==> src/rtl/mem_access_ctrl_pkg.sv <==
// Shared definitions for the MEM-stage data RAM access controller.
// Holds the access-size codes, FSM state codes, RAM control constants and
// small helpers that turn a size code into a lane mask / byte count.
package mem_access_ctrl_pkg;

  localparam int          DATA_BUS     = 32;
  localparam logic [31:0] ZERO_WORD    = 32'h0000_0000;
  localparam logic        CHIP_ENABLE  = 1'b1;
  localparam logic        WRITE_ENABLE = 1'b1;

  typedef enum logic [1:0] {
    SIZE_BYTE = 2'b00,
    SIZE_HALF = 2'b01,
    SIZE_WORD = 2'b10,
    SIZE_ILL  = 2'b11
  } size_e;

  typedef enum logic [1:0] {
    ST_IDLE = 2'b00,
    ST_ACC1 = 2'b01,
    ST_ACC2 = 2'b10,
    ST_RESP = 2'b11
  } state_e;

  // Right-justified lane mask for one access of the given size.
  function automatic logic [3:0] size_mask(input size_e size);
    logic [3:0] mask;
    case (size)
      SIZE_BYTE: mask = 4'b0001;
      SIZE_HALF: mask = 4'b0011;
      default:   mask = 4'b1111;
    endcase
    return mask;
  endfunction

  function automatic logic [2:0] size_nbytes(input size_e size);
    logic [2:0] n;
    case (size)
      SIZE_BYTE: n = 3'd1;
      SIZE_HALF: n = 3'd2;
      default:   n = 3'd4;
    endcase
    return n;
  endfunction

  // An access crosses a word boundary when its last byte lands past lane 3.
  function automatic logic size_cross(input logic [1:0] off, input size_e size);
    return (({1'b0, off} + size_nbytes(size)) > 3'd4);
  endfunction

endpackage

==> src/rtl/mem_access_ctrl_if.sv <==
// Pipeline-side request/response bundle of the MEM-stage access controller.
//   master : the pipeline (drives req_*, observes req_ready/resp_*/stall_o)
//   slave  : mem_access_ctrl
interface mem_access_ctrl_if #(
  parameter int ADDR_W = 32
);
  logic              req_valid;
  logic              req_ready;
  logic              req_we;
  logic [1:0]        req_size;
  logic              req_unsigned;
  logic [ADDR_W-1:0] req_addr;
  logic [31:0]       req_wdata;
  logic              resp_valid;
  logic [31:0]       resp_rdata;
  logic              resp_err;
  logic              stall_o;

  modport master (
    output req_valid, req_we, req_size, req_unsigned, req_addr, req_wdata,
    input  req_ready, resp_valid, resp_rdata, resp_err, stall_o
  );

  modport slave (
    input  req_valid, req_we, req_size, req_unsigned, req_addr, req_wdata,
    output req_ready, resp_valid, resp_rdata, resp_err, stall_o
  );
endinterface

==> src/rtl/mem_lane_align.sv <==
// Combinational byte-lane alignment for mem_access_ctrl.
//   size/off/is_unsigned : latched access description
//   wdata                : right-justified store data
//   lo/hi                : first/second RAM read words
//   sel8                 : lane mask over two consecutive words ([3:0] first word)
//   wdata64              : store data positioned over the same two words
//   rdata                : extracted and extended load result
module mem_lane_align
  import mem_access_ctrl_pkg::*;
(
  input  size_e       size,
  input  logic [1:0]  off,
  input  logic        is_unsigned,
  input  logic [31:0] wdata,
  input  logic [31:0] lo,
  input  logic [31:0] hi,
  output logic [7:0]  sel8,
  output logic [63:0] wdata64,
  output logic [31:0] rdata
);
  logic [3:0]  mask_s;
  logic [31:0] wmask_s;
  logic [4:0]  shamt_s;
  logic [31:0] raw_s;

  assign mask_s  = size_mask(size);
  assign shamt_s = {off, 3'b000};
  assign sel8    = {4'b0000, mask_s} << off;

  // Bytes beyond the access size are cleared so unselected lanes carry zero.
  assign wmask_s = {{8{mask_s[3]}}, {8{mask_s[2]}}, {8{mask_s[1]}}, {8{mask_s[0]}}};
  assign wdata64 = {32'h0000_0000, wdata & wmask_s} << shamt_s;

  assign raw_s = DATA_BUS'({hi, lo} >> shamt_s);

  // Truncate to the access size, then sign- or zero-extend.
  always_comb begin
    rdata = ZERO_WORD;
    case (size)
      SIZE_BYTE: rdata = {{24{~is_unsigned & raw_s[7]}}, raw_s[7:0]};
      SIZE_HALF: rdata = {{16{~is_unsigned & raw_s[15]}}, raw_s[15:0]};
      default:   rdata = raw_s;
    endcase
  end
endmodule

==> src/rtl/mem_access_ctrl.sv <==
// MEM-stage initiator for a byte-lane data RAM.
// Turns one load/store request into one or two word-aligned RAM cycles and
// returns a single-cycle response; stall_o holds the pipeline meanwhile.
//   clk, rst_n     : clock, asynchronous active-low reset
//   bus            : request/response handshake (slave side)
//   ram_ce/ram_we  : RAM chip/write enable
//   ram_addr       : word-aligned byte address
//   ram_byte_sel   : lane mask
//   ram_wdata      : lane-positioned store data
//   ram_rdata      : combinational read data
module mem_access_ctrl
  import mem_access_ctrl_pkg::*;
#(
  parameter int ADDR_W      = 32,
  parameter bit MISALIGN_EN = 1'b1
)(
  input  logic                clk,
  input  logic                rst_n,
  mem_access_ctrl_if.slave    bus,
  output logic                ram_ce,
  output logic                ram_we,
  output logic [ADDR_W-1:0]   ram_addr,
  output logic [3:0]          ram_byte_sel,
  output logic [DATA_BUS-1:0] ram_wdata,
  input  logic [DATA_BUS-1:0] ram_rdata
);
  state_e            state_r, state_s;
  logic              we_r, uns_r, cross_r, err_r;
  size_e             size_r;
  logic [ADDR_W-1:0] addr_r;
  logic [31:0]       wdata_r, lo_r, hi_r;
  logic              accept_s, in_cross_s, in_err_s;
  logic [7:0]        sel8_s;
  logic [63:0]       wdata64_s;
  logic [31:0]       rdata_s;

  // rst_n is folded in so the port reads 0 while reset is held.
  assign bus.req_ready = (state_r == ST_IDLE) & rst_n;
  assign bus.stall_o   = (state_r != ST_IDLE);
  assign accept_s      = bus.req_valid & bus.req_ready;
  assign in_cross_s    = size_cross(bus.req_addr[1:0], size_e'(bus.req_size));
  assign in_err_s      = (size_e'(bus.req_size) == SIZE_ILL) | (in_cross_s & ~MISALIGN_EN);

  mem_lane_align u_align (
    .size        (size_r),
    .off         (addr_r[1:0]),
    .is_unsigned (uns_r),
    .wdata       (wdata_r),
    .lo          (lo_r),
    .hi          (hi_r),
    .sel8        (sel8_s),
    .wdata64     (wdata64_s),
    .rdata       (rdata_s)
  );

  // FSM state register.
  always_ff @(posedge clk or negedge rst_n) begin
    if (!rst_n) state_r <= ST_IDLE;
    else        state_r <= state_s;
  end

  // Next-state logic; rejected requests skip the RAM entirely.
  always_comb begin
    state_s = state_r;
    case (state_r)
      ST_IDLE: begin
        if (accept_s) state_s = in_err_s ? ST_RESP : ST_ACC1;
        else          state_s = ST_IDLE;
      end
      ST_ACC1: state_s = cross_r ? ST_ACC2 : ST_RESP;
      ST_ACC2: state_s = ST_RESP;
      ST_RESP: state_s = ST_IDLE;
      default: state_s = ST_IDLE;
    endcase
  end

  // Request capture on accept; later req_* changes are ignored.
  always_ff @(posedge clk or negedge rst_n) begin
    if (!rst_n) begin
      we_r    <= 1'b0;
      uns_r   <= 1'b0;
      cross_r <= 1'b0;
      err_r   <= 1'b0;
      size_r  <= SIZE_BYTE;
      addr_r  <= '0;
      wdata_r <= ZERO_WORD;
    end else if (accept_s) begin
      we_r    <= bus.req_we;
      uns_r   <= bus.req_unsigned;
      cross_r <= in_cross_s;
      err_r   <= in_err_s;
      size_r  <= size_e'(bus.req_size);
      addr_r  <= bus.req_addr;
      wdata_r <= bus.req_wdata;
    end
  end

  // Load data capture: first word in ACC1, second word in ACC2.
  always_ff @(posedge clk or negedge rst_n) begin
    if (!rst_n) begin
      lo_r <= ZERO_WORD;
      hi_r <= ZERO_WORD;
    end else if (state_r == ST_ACC1 && !we_r) begin
      lo_r <= ram_rdata;
    end else if (state_r == ST_ACC2 && !we_r) begin
      hi_r <= ram_rdata;
    end
  end

  // RAM port drive; the second word address wraps naturally at the top.
  always_comb begin
    ram_ce       = 1'b0;
    ram_we       = 1'b0;
    ram_addr     = '0;
    ram_byte_sel = 4'b0000;
    ram_wdata    = ZERO_WORD;
    case (state_r)
      ST_ACC1: begin
        ram_ce       = CHIP_ENABLE;
        ram_we       = (we_r == WRITE_ENABLE);
        ram_addr     = {addr_r[ADDR_W-1:2], 2'b00};
        ram_byte_sel = sel8_s[3:0];
        ram_wdata    = wdata64_s[31:0];
      end
      ST_ACC2: begin
        ram_ce       = CHIP_ENABLE;
        ram_we       = (we_r == WRITE_ENABLE);
        ram_addr     = {addr_r[ADDR_W-1:2] + {{(ADDR_W-3){1'b0}}, 1'b1}, 2'b00};
        ram_byte_sel = sel8_s[7:4];
        ram_wdata    = wdata64_s[63:32];
      end
      default: begin
        ram_ce = 1'b0;
      end
    endcase
  end

  // Response: stores and errors return zero data.
  always_comb begin
    bus.resp_valid = 1'b0;
    bus.resp_err   = 1'b0;
    bus.resp_rdata = ZERO_WORD;
    if (state_r == ST_RESP) begin
      bus.resp_valid = 1'b1;
      bus.resp_err   = err_r;
      if (!we_r && !err_r) bus.resp_rdata = rdata_s;
      else                 bus.resp_rdata = ZERO_WORD;
    end else begin
      bus.resp_valid = 1'b0;
    end
  end
endmodule

==> src/flat_wrapper.sv <==
// flat-port wrapper written by rule: the top's interface ports become plain ports
module mem_access_ctrl_flat import mem_access_ctrl_pkg::*;
#(
  parameter int ADDR_W      = 32,
  parameter bit MISALIGN_EN = 1'b1
)
  (clk, rst_n, ram_ce, ram_we, ram_addr, ram_byte_sel, ram_wdata, ram_rdata, bus_req_valid, bus_req_we, bus_req_size, bus_req_unsigned, bus_req_addr, bus_req_wdata, bus_req_ready, bus_resp_valid, bus_resp_rdata, bus_resp_err, bus_stall_o);
  mem_access_ctrl_if #(.ADDR_W(ADDR_W)) bus_i ();
  input  logic clk;
  input  logic rst_n;
  output logic ram_ce;
  output logic ram_we;
  output logic [ADDR_W-1:0] ram_addr;
  output logic [3:0] ram_byte_sel;
  output logic [DATA_BUS-1:0] ram_wdata;
  input  logic [DATA_BUS-1:0] ram_rdata;
  input wire logic [$bits(bus_i.req_valid)-1:0] bus_req_valid;
  input wire logic [$bits(bus_i.req_we)-1:0] bus_req_we;
  input wire logic [$bits(bus_i.req_size)-1:0] bus_req_size;
  input wire logic [$bits(bus_i.req_unsigned)-1:0] bus_req_unsigned;
  input wire logic [$bits(bus_i.req_addr)-1:0] bus_req_addr;
  input wire logic [$bits(bus_i.req_wdata)-1:0] bus_req_wdata;
  output wire logic [$bits(bus_i.req_ready)-1:0] bus_req_ready;
  output wire logic [$bits(bus_i.resp_valid)-1:0] bus_resp_valid;
  output wire logic [$bits(bus_i.resp_rdata)-1:0] bus_resp_rdata;
  output wire logic [$bits(bus_i.resp_err)-1:0] bus_resp_err;
  output wire logic [$bits(bus_i.stall_o)-1:0] bus_stall_o;
  assign bus_i.req_valid = bus_req_valid;
  assign bus_i.req_we = bus_req_we;
  assign bus_i.req_size = bus_req_size;
  assign bus_i.req_unsigned = bus_req_unsigned;
  assign bus_i.req_addr = bus_req_addr;
  assign bus_i.req_wdata = bus_req_wdata;
  assign bus_req_ready = bus_i.req_ready;
  assign bus_resp_valid = bus_i.resp_valid;
  assign bus_resp_rdata = bus_i.resp_rdata;
  assign bus_resp_err = bus_i.resp_err;
  assign bus_stall_o = bus_i.stall_o;
  mem_access_ctrl #(.ADDR_W(ADDR_W), .MISALIGN_EN(MISALIGN_EN)) u_core (.clk(clk), .rst_n(rst_n), .bus(bus_i), .ram_ce(ram_ce), .ram_we(ram_we), .ram_addr(ram_addr), .ram_byte_sel(ram_byte_sel), .ram_wdata(ram_wdata), .ram_rdata(ram_rdata));
endmodule
==> config.mk <==
export PLATFORM = sky130hd
export DESIGN_NAME = mem_access_ctrl_flat
export DESIGN_NICKNAME = d
export VERILOG_FILES = /design/src/rtl/mem_access_ctrl_pkg.sv /design/src/rtl/mem_access_ctrl_if.sv /design/src/rtl/mem_lane_align.sv /design/src/rtl/mem_access_ctrl.sv /design/src/flat_wrapper.sv
export SDC_FILE = /design/constraint.sdc
export NUM_CORES = 1
export LEC_CHECK = 0
export BUFFER_PORTS_ARGS = -buffer_cell sky130_fd_sc_hd__buf_2
export CORE_MARGIN = 4
export CORE_UTILIZATION = 60
export CTS_BUF_LIST = sky130_fd_sc_hd__clkbuf_4
export CTS_CLUSTER_SIZE = 14
export DETAILED_ROUTE_END_ITERATION = 8
export GPL_ROUTABILITY_DRIVEN = 0
export PLACE_DENSITY = 0.92
export RECOVER_POWER = 25
export SLEW_MARGIN = 10
export SYNTH_ARGS = -nofsm -noshare
export SYNTH_HDL_FRONTEND = slang
export SYNTH_SLANG_ARGS = --single-unit
==> constraint.sdc <==
create_clock -name clk -period 6.2 [get_ports clk]
set_input_delay 0 -clock clk [delete_from_list [all_inputs] [get_ports clk]]
set_output_delay 0 -clock clk [all_outputs]
set_load 0.05 [all_outputs]
==> Yosys cells after proc, flatten, opt, wreduce, memory -nomap -nowiden <==
Cells that the tools add are included.
{ "totals": {"output_inout_bits": 106, "input_bits": 103, "register_bits": 136, "elab_cells": 56} }
{ "classes": {"n_bitwise": 7, "n_mux": 16, "n_reduce_logical": 11, "n_addsub": 2, "n_shift": 3, "order_cmp": 1, "eq_ne": 6} }
{ "op_table": {"columns": ["cell", "count"], "rows": [
  ["$pmux W32 S2", 3],
  ["$mux W32", 2],
  ["$shl A32 B5 Y64", 1],
  ["$shr A64 B5 Y32", 1],
  ["$and A32 B32 Y32", 1],
  ["$add A30 B1 Y30 const B", 1],
  ["$pmux W4 S2", 2],
  ["$pmux W2 S4", 1],
  ["$shl A4 B2 Y8", 1],
  ["$eq A2 B1 Y1 const B", 3],
  ["$eq A2 B2 Y1 const B", 3],
  ["$logic_not A2 Y1", 3],
  ["$pmux W3 S2", 1],
  ["$mux W1", 5],
  ["$and A1 B1 Y1", 4],
  ["$mux W2", 2],
  ["$add A2 B3 Y3", 1],
  ["$gt A3 B3 Y1 const B", 1],
  ["$logic_and A1 B1 Y1", 3],
  ["$logic_not A1 Y1", 2],
  ["$not A1 Y1", 2],
  ["$reduce_and A2 Y1", 1],
  ["$reduce_bool A2 Y1", 1],
  ["$reduce_or A2 Y1", 1]
]} }

==> Depth between registers and ports, before layout <==
Gate-level depths: netlist of run 1.
{ "logic_depth": {"ltp_word": 5, "ltp_mapped": 8, "depth_no_buf": 7} }

==> Hierarchy <==
From an unflattened synthesis of run 1, not the netlist that was laid out.
{ "unflattened": {"hier_cells": 869, "hier_area_um2": 9095.0} }
{ "modules_own_cells": {"columns": ["mod", "n_inst", "cells_each", "area_each_um2", "seq_area_each_um2"], "rows": [
  ["mem_access_ctrl", 1, 613, 7080.5, 3403.3],
  ["mem_lane_align", 1, 256, 2014.4, 0.0]
]} }

==> Least setup slack after synthesis of run 1 <==
Ideal clock, no wire load.
{ "synth_path": {"path_type": "reg-to-output", "from": "reg u_core.state_r[0]", "to": "out ram_addr[4]", "path_buffers": 2, "path_slack_ns": 3.297, "t_required_ns": 6.200, "arrival_ns": 2.903, "path_stages_with_launch": 8, "path_cell_list": "dfrtp_1 inv_1 ha_1 and2_2 buf_6 clkbuf_1 nand2_1 o21ai_0"} }
{ "synth_between": {"elab_chain_cells": 2, "word_cells_on_any_way": 3, "cone_classes": "2 x eq/ne; 1 x mux"} }
{ "synth_rtl": {"columns": ["item", "line_no", "rtl"], "rows": [
  ["start, declared", "mem_access_ctrl.sv:27", "state_e state_r, state_s;"],
  ["start signal, assigned", "mem_access_ctrl.sv:59", "else state_r <= state_s;"],
  ["$eq A2 B2 Y1 / $eq A2 B1 Y1 (equally long branches)", "mem_access_ctrl.sv:117", "case (state_r)"],
  ["$pmux W32 S2 *", "mem_access_ctrl.sv:117", null],
  ["end, declared", "flat_wrapper.sv:13", "output logic [ADDR_W-1:0] ram_addr;"]
]} }
Every way passes the cells marked *; elsewhere a longest branch is shown, timed or not.

==> Final worst setup path of run 1 <==
{ "layout_path": {"from": "in rst_n", "to": "reg u_core.state_r[1]"} }
{ "layout_between": {"elab_chain_cells": 4} }
{ "layout_rtl": {"columns": ["item", "line_no", "rtl"], "rows": [
  ["start, declared", "flat_wrapper.sv:10", "input logic rst_n;"],
  ["$and A1 B1 Y1", "mem_access_ctrl.sv:38", "assign bus.req_ready = (state_r == ST_IDLE) & rst_n;"],
  ["$and A1 B1 Y1", "mem_access_ctrl.sv:40", "assign accept_s = bus.req_valid & bus.req_ready;"],
  ["$mux W2", "mem_access_ctrl.sv:67", "if (accept_s) state_s = in_err_s ? ST_RESP : ST_ACC1;"],
  ["$pmux W2 S4", "mem_access_ctrl.sv:65", "case (state_r)"],
  ["net u_core.state_s[1]", "mem_access_ctrl.sv:27", null]
]} }
The timed path passes the listed nets, and every way through them passes these cells.
A chain may end at the register's enable or synchronous reset.

==> results of run 1 <==
-- final timing paths --
path | start | endpoint | cells past startpoint
setup reg to reg | u_core.state_r[0] | u_core.state_r[1] | 6
min in group asynchronous | rst_n | u_core.lo_r[18] | 2
hold / removal | ram_rdata[29] | u_core.lo_r[29] | 3
setup / recovery | rst_n | u_core.state_r[1] | 6
max in group asynchronous | rst_n | u_core.wdata_r[6] | 3
hold reg to reg | u_core.cross_r | u_core.cross_r | 2
-- power by group through the flow --
stage | Clock (mW) | Combinational [mW] | Sequential [mW]
2_1_floorplan | 0 | 2.70 | 1.54
3_3_place_gp | 0 | 3.01 | 1.83
3_5_place_dp | 0 | 3.07 | 1.87
4_1_cts | 0.557 | 3.14 | 1.86
5_1_grt | 0.606 | 3.40 | 1.97
6_report | 0.564 | 3.21 | 1.91
-- through the flow --
stage	instances	instance area (µm²)	util
2_1_floorplan	778	8187	-
3_3_place_gp	1097	9190	0.6912
3_5_place_dp	1097	9190	0.6912
4_1_cts	1230	10470	0.7871
5_1_grt	1235	10470	0.7876
6_report	1235	10470	0.7876
-- registers in the layout, indices dropped and copies added, names as in the netlist --
| signal | flops |
|---|---|
| u_core.lo_r | 32 |
| u_core.wdata_r | 32 |
| u_core.size_r | 2 |
| u_core.addr_r | 32 |
| u_core.uns_r | 1 |
| u_core.hi_r | 24 |
| u_core.err_r | 1 |
| u_core.we_r | 1 |
| u_core.cross_r | 1 |
| u_core.state_r | 2 |
-- cell families (layout without fill, tap and decap cells) --
| family | count (synthesis) | count (layout) |
|---|---|---|
| AO/OA/AOI/OAI | 184 | 184 |
| XOR/XNOR | 1 | 1 |
| adder cells (fa/ha/maj) | 8 | 8 |
| buffers and inverters | 91 | 367 |
| flip-flops | 128 | 128 |
| multiplexers | 173 | 173 |
| other | 1 | 7 |
| AND/OR/NAND/NOR | 191 | 191 |
-- placed cells by master, fill, tap and decap left out, types with 4 or more instances in the layout --
master	instances
and2_1	16
a22oi_1	4
mux2_2	136
inv_1	22
buf_2	205
mux2i_1	6
nand4_1	7
and3b_1	6
ha_1	7
a31o_2	6
a2bb2oi_1	5
buf_4	4
a32oi_1	8
o22ai_1	9
nor2_1	27
a21oi_1	31
inv_6	5
o21ai_0	61
and3_1	11
dfrtp_1	126
o21a_1	6
nand3_1	17
nor2b_1	6
mux4_2	31
nor3_1	9
nor3b_1	5
nor4_1	4
a41oi_1	6
clkbuf_4	18
a31oi_1	19
dlygate4sd3_1	101
a211oi_1	4
nand2_1	63
a21o_1	4
diode_2	5
-- routing by layer --
layer,vias to the layer above,GRT usage,wire (µm)
met2,593,0.5493,12830
met3,125,0.08834,2450
met5,-,0,0
met4,0,0.1786,1410
li1,3445,-,-
met1,3795,0.4105,9396
-- final cells by class --
cell class / count / area [µm²]
sequential: 128 / 3208
timing repair buffer: 312 / 2076
antenna: 5 / 12.51
tap: 176 / 220.2
multi-input combinational: 559 / 4604
inverter: 23 / 86.33
clock inverter: 14 / 128.9
clock buffer: 18 / 135.1
fill: 785 / 2824
-- worst max-delay path: cells and delay by family --
family / cells / cell delay (ns)
buf+inv: 2 / 3.19
simple gates: 3 / 1.35
mux: 1 / 0.20
==> out/metrics.cfg, run 1 <==
[run_status]
outcome=finished with violations
violations=capacitance limit, slew limit

[floorplan]
die_w_um=124.8
die_height_um=124.8
placeableCoreArea_um2=13300
initial_core_util=0.6155
fp-row-count=42
die_area_um2=15570
number_of_i_o_pins=209

[power]
pwr-share-seq=0.336
switching_power_mw=2.871
power_mw=5.690
power.switching_fraction=0.5046
pint_mw=2.819
ir_worst_vdd_mv=0.3999
power_frac_comb=0.565
p_per_area_nw_per_um2=543.4
clkPwrFrac=0.099
static_power_due_to_leakage_nw=4.717

[clock_tree]
path_clk_slew_ns=0.13
tritoncts.num_buffers=17
cts_hold_buffers=101
latest_clock_arrival_within_the_worst_skew_pair_ns=0.55
ctsRootBufferMaster=clkbuf_4
post_cts_buffers=0
cts-htree-levels=4
cts_max_path_buffers=2
cts_sinks=128
ctsResizeCount=0
tritoncts=done

[synth]
post_synth_num_cell_types=63
yosys-mux-area-fraction=0.2798
synthesis.area_um2=8183
synth_top_family_by_area=multiplexers
synth-seq-cells=128
area_fraction_in_compound_gates_after_synthesis=0.1437
synth-simple-area-share=0.1222
post_synth.cell_area_avg_um2=10.53
synth-xor-area-share=0.001070
synth_seq_area_share=0.3914
synth-adder-area-share=0.01315
ys_async_sr_fraction=1.000
most_repeated_cell_in_the_gate_level_netlist_after_synthesis=mux2_2
yosysWarningCount=0
post_syn_instances=777
yosys.area.top_type=dfrtp_1
synthTopCellsByCount=mux2_2, dfrtp_1, nand2_1, o21ai_0, clkbuf_1
synth_enable_flop_cells=0
synth_largest_type_area_fraction=0.3914
ys_flop_type=dfrtp_1
post_synth_main_area_contributors=dfrtp_1, mux2_2, mux4_2

[setup_path]
cell_breakdown_of_the_critical_path=dlygate4sd3_1 -> clkbuf_1 -> and2_1 -> nand2_4 -> nor2_1 -> mux2_2
cp_max_fo=74
cp_data_arrival_time_ns=4.83
cp-end-kind=register
slowest_stage=clkbuf_1
timing.setup.critical_path_class=in2reg
rrSetupSlack_ns=3.89
startpoint_type=input pin
cp_data_required_time_ns=6.67
critical_path.max_stage_delay_ns=2.67

[global_route]
grt-ovfl-total=0
initial_antenna_violation_count=5
grt_pass1_wl_um=41910
grt_pass1_vias=7848
grt.total_usage=0.3368
largest_net_degree_at_the_start_of_global_routing=87

[route]
firstDrtPassIters=8
via_per_inst=6.444
first_iteration_detailed_routing_drc_count=998
wl_per_cell_um=21.13
route.final.wire_length_um=26090
ant_nets=0
via_count=7958
drc_viols=0

[timing]
max_clock_freq_mhz=229.1
final.setup.tns_ns=0
timing_worst_slew_pin_value_ns=3.820
unrepaired_setup_endpoints_after_global_routing=false
clock_period_minus_final_worst_setup_slack_ns=4.365
slew_headroom=-1.546
setup_viol=0
worst_hold_slack_ns=0.2082
maxSlewViolCount=132
finalClockSkew_ns=0.02772
finalHoldViolations=0
post-route-worst-setup-slack_ns=1.835
timing.final.crit_share=0.7041

[job]
max_cap_violations=2

[final_layout]
drive_above_1_share=0.4089
finalNetCount=1152
area_delta_synth_final_pct=27.97

[placed_design]
count_of_input_and_output_buffers=206
hpwlAfterDp_um=15380
place_worst_setup_slack_ns=2.884

[hold_path]
hold_path.class=in2reg

Note: power is estimated with default switching activity, not from simulation.
==> run 2, diff against run 1 <==
Settings changed: ABC_AREA set to 1, CORE_UTILIZATION 60 to 50, PLACE_DENSITY 0.92 to 0.82.
Clock period 6.2 ns to 3.5 ns, I/O delays scaled along.
==> run 2 against run 1 <==
Effect of this change: the run still ends with capacitance limit, slew limit left; via count is 22% higher; utilization shrank 14 points; worst setup slack got worse by 1.6 ns; clock-buffer cell count unchanged; routed wire length rose by 10%; first-iteration DRC count fell by 2.6%; global-route usage down 3.6 points; hold slack got worse by 0.11 ns; combinational power increased by 83%; sequential power grew 55%; clock power is 97% higher.
==> out/metrics.cfg, run 2 <==
[setup_path]
critical_path.max_stage_delay_ns=0.84  ; was 2.67 ns
slowest_stage=clkinv_1  ; was clkbuf_1
critical_path.n_buffers_inverters=3  ; was 2
cp_data_required_time_ns=3.50  ; was 6.67 ns
timing.setup.critical_path_class=reg2out  ; was in2reg
startpoint_type=register  ; was input pin
cell_breakdown_of_the_critical_path=inv_1 -> ha_1 -> clkinv_1 -> a211oi_2 -> buf_2  ; was dlygate4sd3_1 -> clkbuf_1 -> and2_1 -> nand2_4 -> nor2_1 -> mux2_2
cp-end-kind=output pin  ; was register
family_with_the_most_delay_on_the_worst_path=buffers and inverters  ; unchanged
cp_max_fo=27  ; was 74
cp_data_arrival_time_ns=3.29  ; was 4.83 ns

[power]
ir_worst_vdd_mv=0.6177  ; was 0.3999 mV
p_per_area_nw_per_um2=927.5  ; was 543.4 nW/µm²
static_power_due_to_leakage_nw=5.531  ; was 4.717 nW

[timing]
maxSlewViolCount=47  ; was 132
clock_period_minus_final_worst_setup_slack_ns=3.290
slew_headroom=-0.7311  ; was -1.546
worst_hold_slack_ns=0.09343  ; was 0.2082 ns
max_clock_freq_mhz=304.0
finalClockSkew_ns=0.01624  ; was 0.02772 ns
finalHoldViolations=0  ; unchanged
setup_viol=0  ; unchanged
timing.final.crit_share=0.9400
timing_worst_slew_pin_value_ns=2.597  ; was 3.820 ns
final.setup.tns_ns=0  ; unchanged
unrepaired_setup_endpoints_after_global_routing=false  ; unchanged

[synth]
yosys.area.top_type=dfrtp_1  ; unchanged
synth-seq-cells=128  ; unchanged
synthTopCellsByCount=nand2_1, o21ai_0, dfrtp_1, inv_1, nor2_1  ; was mux2_2, dfrtp_1, nand2_1, o21ai_0, clkbuf_1
most_repeated_cell_in_the_gate_level_netlist_after_synthesis=nand2_1  ; was mux2_2
synthesis.area_um2=8387  ; was 8183 µm²
ys_flop_type=dfrtp_1  ; unchanged
post_synth_main_area_contributors=dfrtp_1, nand2_1, o21ai_0  ; was dfrtp_1, mux2_2, mux4_2
post_synth_num_cell_types=42  ; was 63
synth_enable_flop_cells=0  ; unchanged
synth_seq_area_share=0.3819  ; was 0.3914
synth_largest_type_area_fraction=0.3819  ; was 0.3914
yosysWarningCount=0  ; unchanged
ys_async_sr_fraction=1.000  ; unchanged
post_synth.cell_area_avg_um2=6.557  ; was 10.53 µm²
post_syn_instances=1279  ; was 777

[final_layout]
final_common_cell=nand2_1  ; was buf_2
core_occupancy_in_the_finished_layout=0.6497  ; was 0.7876
postLayoutCellArea_um2=10740  ; was 10470 µm²
area_delta_synth_final_pct=28.00  ; was 27.97%
largest_regs=u_core.addr_r: 32 flops, u_core.lo_r: 32 flops, u_core.wdata_r: 32 flops  ; unchanged
finalNetCount=1658  ; was 1152
final_cells=1781  ; was 1235
drive_above_1_share=0.1859  ; was 0.4089
most-common-layout-cells=nand2_1, buf_2, o21ai_0  ; was buf_2, mux2_2, dfrtp_1

[floorplan]
placeableCoreArea_um2=16520  ; was 13300 µm²
fp-row-count=47  ; was 42
die_area_um2=18910  ; was 15570 µm²
die_w_um=137.5  ; was 124.8 µm
die_height_um=137.5  ; was 124.8 µm
number_of_i_o_pins=209  ; unchanged
initial_core_util=0.5075  ; was 0.6155

[clock_tree]
tritoncts=done  ; unchanged
ctsRootBufferMaster=clkbuf_4  ; unchanged
cts_max_path_buffers=2  ; unchanged
post_cts_buffers=0  ; unchanged
latest_clock_arrival_within_the_worst_skew_pair_ns=0.56  ; was 0.55 ns
cts_sinks=128  ; unchanged
tritoncts.num_buffers=17  ; unchanged
cts-htree-levels=4  ; unchanged
path_clk_slew_ns=0.13  ; about the same

[global_route]
grt-ovfl-total=0  ; unchanged
grt.total_usage=0.3008  ; was 0.3368
grt_pass1_vias=8903  ; was 7848
initial_antenna_violation_count=1  ; was 5
grt_pass1_wl_um=44980  ; was 41910 µm
largest_net_degree_at_the_start_of_global_routing=65  ; was 87

[placed_design]
place.detailed.instances=1646  ; was 1097
hpwlAfterDp_um=19460  ; was 15380 µm
place_area_um2=9418  ; was 9190 µm²
count_of_input_and_output_buffers=206  ; unchanged

[run_status]
violations=capacitance limit, slew limit  ; unchanged
outcome=finished with violations  ; unchanged

[route]
via_per_inst=5.454  ; was 6.444
ant_nets=0  ; unchanged
via_count=9713  ; was 7958
drc_viols=0  ; unchanged
first_iteration_detailed_routing_drc_count=972  ; was 998
firstDrtPassIters=8  ; unchanged
route.final.wire_length_um=28780  ; was 26090 µm
wl_per_cell_um=16.16  ; was 21.13 µm

[job]
max_cap_violations=1  ; was 2

[hold_path]
hold_path.class=in2reg  ; unchanged

run 2: logic make-up (layout without fill, tap and decap cells):
family          Yosys count  count (layout)  share of synthesized area
simple gates            661             661                     0.3251
xor+xnor                  1               1                   0.001044
buf+inv                 189             469                    0.09652
compound gates          291             291                     0.1822
fa+ha+maj                 8               8                    0.01283
other cells               1               3                  0.0004471
flops                   128             128                     0.3819
run 2: power breakdown:
group          leakage [nW]  internal (mW)  switching [mW]
clock                 0.152          0.500           0.605
combinational          3.81           1.51            4.37
sequential             1.57           2.20           0.769
total                  5.53           4.21            5.75
run 2: what timing repair did:
| action | in CTS | in global routing |
|---|---|---|
| resized for setup | 0 | 0 |
| hold endpoints to repair | 191 | 0 |
| hold buffers | 102 | 0 |
run 2: stage by stage:
step / setup WS (ns) / power [mW]
after floorplan: 0.6766 / 7.238
after global placement: 0.8973 / 8.516
after detailed placement: 0.8548 / 8.630
after CTS: 0.2347 / 9.837
after global routing: 0.0002318 / 10.65
final: 0.2100 / 9.957
run 2: cell type report:
class | count | area (µm²)
flip-flops and latches | 128 | 3204
repair buffers | 318 | 2125
fillers | 1451 | 5789
well taps | 220 | 275.3
multi-input cells | 963 | 4380
diodes | 1 | 2.502
clock buffers | 18 | 135.1
inverters | 119 | 449.2
clock inverters | 14 | 163.9
run 2: worst paths after layout:
check,end,start,slack (ns),cells past startpoint
hold reg to reg,u_core.hi_r[14],u_core.hi_r[14],0.50,2
max in group asynchronous,u_core.addr_r[0],rst_n,0.58,4
setup reg to reg,u_core.lo_r[27],u_core.state_r[1],1.35,5
setup / recovery,ram_wdata[7],u_core.state_r[0],0.21,5
hold / removal,u_core.addr_r[6],bus_req_valid,0.09,5
min in group asynchronous,u_core.addr_r[12],rst_n,0.68,3
run 2: routing by layer:
metal	up-vias	track usage	part of all wire
met5	-	0	0
met4	0	0.1125	0.035
met3	83	0.06172	0.094
met2	581	0.4634	0.45
met1	4425	0.4184	0.42
li1	4624	-	-
run 2: worst min-delay path: cells and delay by family:
family                 cells  cell delay, ns
buffers and inverters      2            0.38
AND/OR/NAND/NOR            3            0.25
==> run 3, diff against run 2 <==
Settings changed: BUFFER_PORTS_ARGS -buffer_cell sky130_fd_sc_hd__buf_2 to -buffer_cell sky130_fd_sc_hd__buf_4.
==> run 3 against run 2 <==
Effect of this change: the flow still finishes with violations (capacitance limit, slew limit); total power is 5.8% higher; clock power is 23% higher; critical path type unchanged; critical path depth is 2 higher; register-to-register slack worse by 0.10 ns.
==> out/metrics.cfg, run 3 (synthesis results as in run 2) <==
[timing]
finalHoldViolations=0  ; unchanged
timing.final.crit_share=0.9424  ; was 0.9400
finalClockSkew_ns=0.01652  ; was 0.01624 ns
timing_worst_slew_pin_value_ns=2.551  ; was 2.597 ns
final.setup.tns_ns=0  ; unchanged
clock_period_minus_final_worst_setup_slack_ns=3.298  ; was 3.290 ns
unrepaired_setup_endpoints_after_global_routing=false  ; unchanged
max_clock_freq_mhz=303.2  ; was 304.0 MHz
maxSlewViolCount=47  ; unchanged
slew_headroom=-0.7007  ; was -0.7311
setup_viol=0  ; unchanged

[setup_path]
timing.setup.critical_path_class=reg2out  ; unchanged
cp_data_arrival_time_ns=3.30  ; was 3.29 ns
slowest_stage=inv_2  ; was clkinv_1
cp_data_required_time_ns=3.50  ; about the same
cp-end-kind=output pin  ; unchanged
cp_max_fo=26  ; was 27
critical_path.max_stage_delay_ns=0.57  ; was 0.84 ns
startpoint_type=register  ; unchanged
rrSetupSlack_ns=1.25  ; was 1.35 ns
critical_path.n_buffers_inverters=3  ; unchanged
family_with_the_most_delay_on_the_worst_path=buffers and inverters  ; unchanged
cell_breakdown_of_the_critical_path=inv_1 -> ha_1 -> nand2_1 -> inv_2 -> o21ai_0 -> a31oi_1 -> buf_4  ; was inv_1 -> ha_1 -> clkinv_1 -> a211oi_2 -> buf_2

[floorplan]
die_area_um2=18910  ; unchanged
die_w_um=137.5  ; unchanged
placeableCoreArea_um2=16520  ; unchanged
number_of_i_o_pins=209  ; unchanged
fp-row-count=47  ; unchanged
initial_core_util=0.5075  ; unchanged
die_height_um=137.5  ; unchanged

[route]
drc_viols=0  ; unchanged
via_count=9662  ; was 9713
via_per_inst=5.422  ; was 5.454
firstDrtPassIters=6  ; was 8
wl_per_cell_um=16.36  ; was 16.16 µm
ant_nets=0  ; unchanged
first_iteration_detailed_routing_drc_count=1083  ; was 972
route.final.wire_length_um=29160  ; was 28780 µm

[hold_path]
hold_path.class=in2reg  ; unchanged

[clock_tree]
ctsRootBufferMaster=clkbuf_4  ; unchanged
tritoncts.num_buffers=17  ; unchanged
latest_clock_arrival_within_the_worst_skew_pair_ns=0.56  ; about the same
ctsResizeCount=0  ; unchanged
path_clk_slew_ns=0.13  ; about the same
cts_max_path_buffers=2  ; unchanged
tritoncts=done  ; unchanged
cts_sinks=128  ; unchanged
cts-htree-levels=4  ; unchanged

[final_layout]
area_delta_synth_final_pct=35.13  ; was 28.00%
core_occupancy_in_the_finished_layout=0.6858  ; was 0.6497
finalNetCount=1659  ; was 1658
drive_above_1_share=0.1871  ; was 0.1859
final_common_cell=nand2_1  ; unchanged
largest_regs=u_core.addr_r: 32 flops, u_core.lo_r: 32 flops, u_core.wdata_r: 32 flops  ; unchanged
most-common-layout-cells=nand2_1, buf_4, o21ai_0  ; was nand2_1, buf_2, o21ai_0

[global_route]
grt-ovfl-total=0  ; unchanged
grt_pass1_vias=8977  ; was 8903
initial_antenna_violation_count=1  ; unchanged
grt.total_usage=0.3074  ; was 0.3008
largest_net_degree_at_the_start_of_global_routing=98  ; was 65
grt_pass1_wl_um=45640  ; was 44980 µm

[placed_design]
count_of_input_and_output_buffers=206  ; unchanged
hpwlAfterDp_um=19780  ; was 19460 µm

[run_status]
violations=capacitance limit, slew limit  ; unchanged
outcome=finished with violations  ; unchanged

[power]
static_power_due_to_leakage_nw=5.669  ; was 5.531 nW
ir_worst_vdd_mv=0.4691  ; was 0.6177 mV
p_per_area_nw_per_um2=929.6  ; was 927.5 nW/µm²

[job]
max_cap_violations=1  ; unchanged

## run 3: cell count changes in the layout (fill, tap and decap cells not counted)
cell / change
buf_2: -204
buf_4: +204
bufinv_16: +3
clkinv_1: -3
clkinvlp_4: -3
inv_6: +3
clkbuf_1: +1
clkinv_2: -1
clkinv_4: +1
nand2_1: +1
nand2_2: -1
## run 3: per-stage QoR
stage | cell area (µm²) | total power, mW | hold slack (ns) | setup slack, ns | instances
floorplan | 8391 | 7.238 | -0.2956 | 0.6766 | 1280
global placement | 9936 | 8.804 | -0.09721 | 1.016 | 1647
detailed placement | 9936 | 8.926 | -0.09752 | 0.9349 | 1647
CTS | 11340 | 10.42 | 0.03540 | 0.2797 | 1781
global route | 11330 | 11.24 | 0.07183 | 0.03255 | 1782
finish | 11330 | 10.54 | 0.07199 | 0.2017 | 1782
## run 3: cell type report
cell class | instances | area, µm²
inverters | 119 | 449.2
flip-flops and latches | 128 | 3204
clock inverters | 14 | 250.2
fillers | 1398 | 5191
well taps | 220 | 275.3
repair buffers | 319 | 2639
diodes | 1 | 2.502
clock buffers | 18 | 135.1
multi-input cells | 963 | 4378
## run 3: what timing repair did
item | 4_1_cts | 5_1_grt
endpoints found under the setup margin | 0 | 0
setup buffers | 0 | 0
hold buffers | 102 | 0
endpoints found under the hold margin | 192 | 0
## run 3: power breakdown
| part | switching, mW | internal [mW] |
|---|---|---|
| clock network | 0.641 | 0.733 |
| logic | 4.41 | 1.78 |
| registers | 0.784 | 2.20 |
| total | 5.83 | 4.70 |
## run 3: worst register-to-register path, stage by stage (launching register included)
cell	delay, ns
dfrtp_1	0.43
inv_1	0.12
ha_1	0.22
nand2_1	0.08
inv_2	0.06
nand2_1	0.07
inv_2	0.05
buf_4	0.67
nand3_1	0.27
a21oi_1	0.19
## run 3: layer usage
layer / vias up / share of wire / GRT usage
met5: - / 0 / 0
met2: 558 / 0.45 / 0.4666
li1: 4639 / - / -
met1: 4379 / 0.43 / 0.4350
met3: 86 / 0.089 / 0.05405
met4: 0 / 0.033 / 0.1269
## run 3: worst paths after layout
path,startpoint,endpoint,cells after the start
worst min-delay path,bus_req_valid,u_core.addr_r[15],5
worst min register to register,u_core.hi_r[10],u_core.hi_r[10],2
worst max register to register,u_core.state_r[0],u_core.state_r[1],9
worst max-delay path,u_core.state_r[0],ram_wdata[29],7
max in group asynchronous,rst_n,u_core.wdata_r[20],4
min in group asynchronous,rst_n,u_core.addr_r[2],3
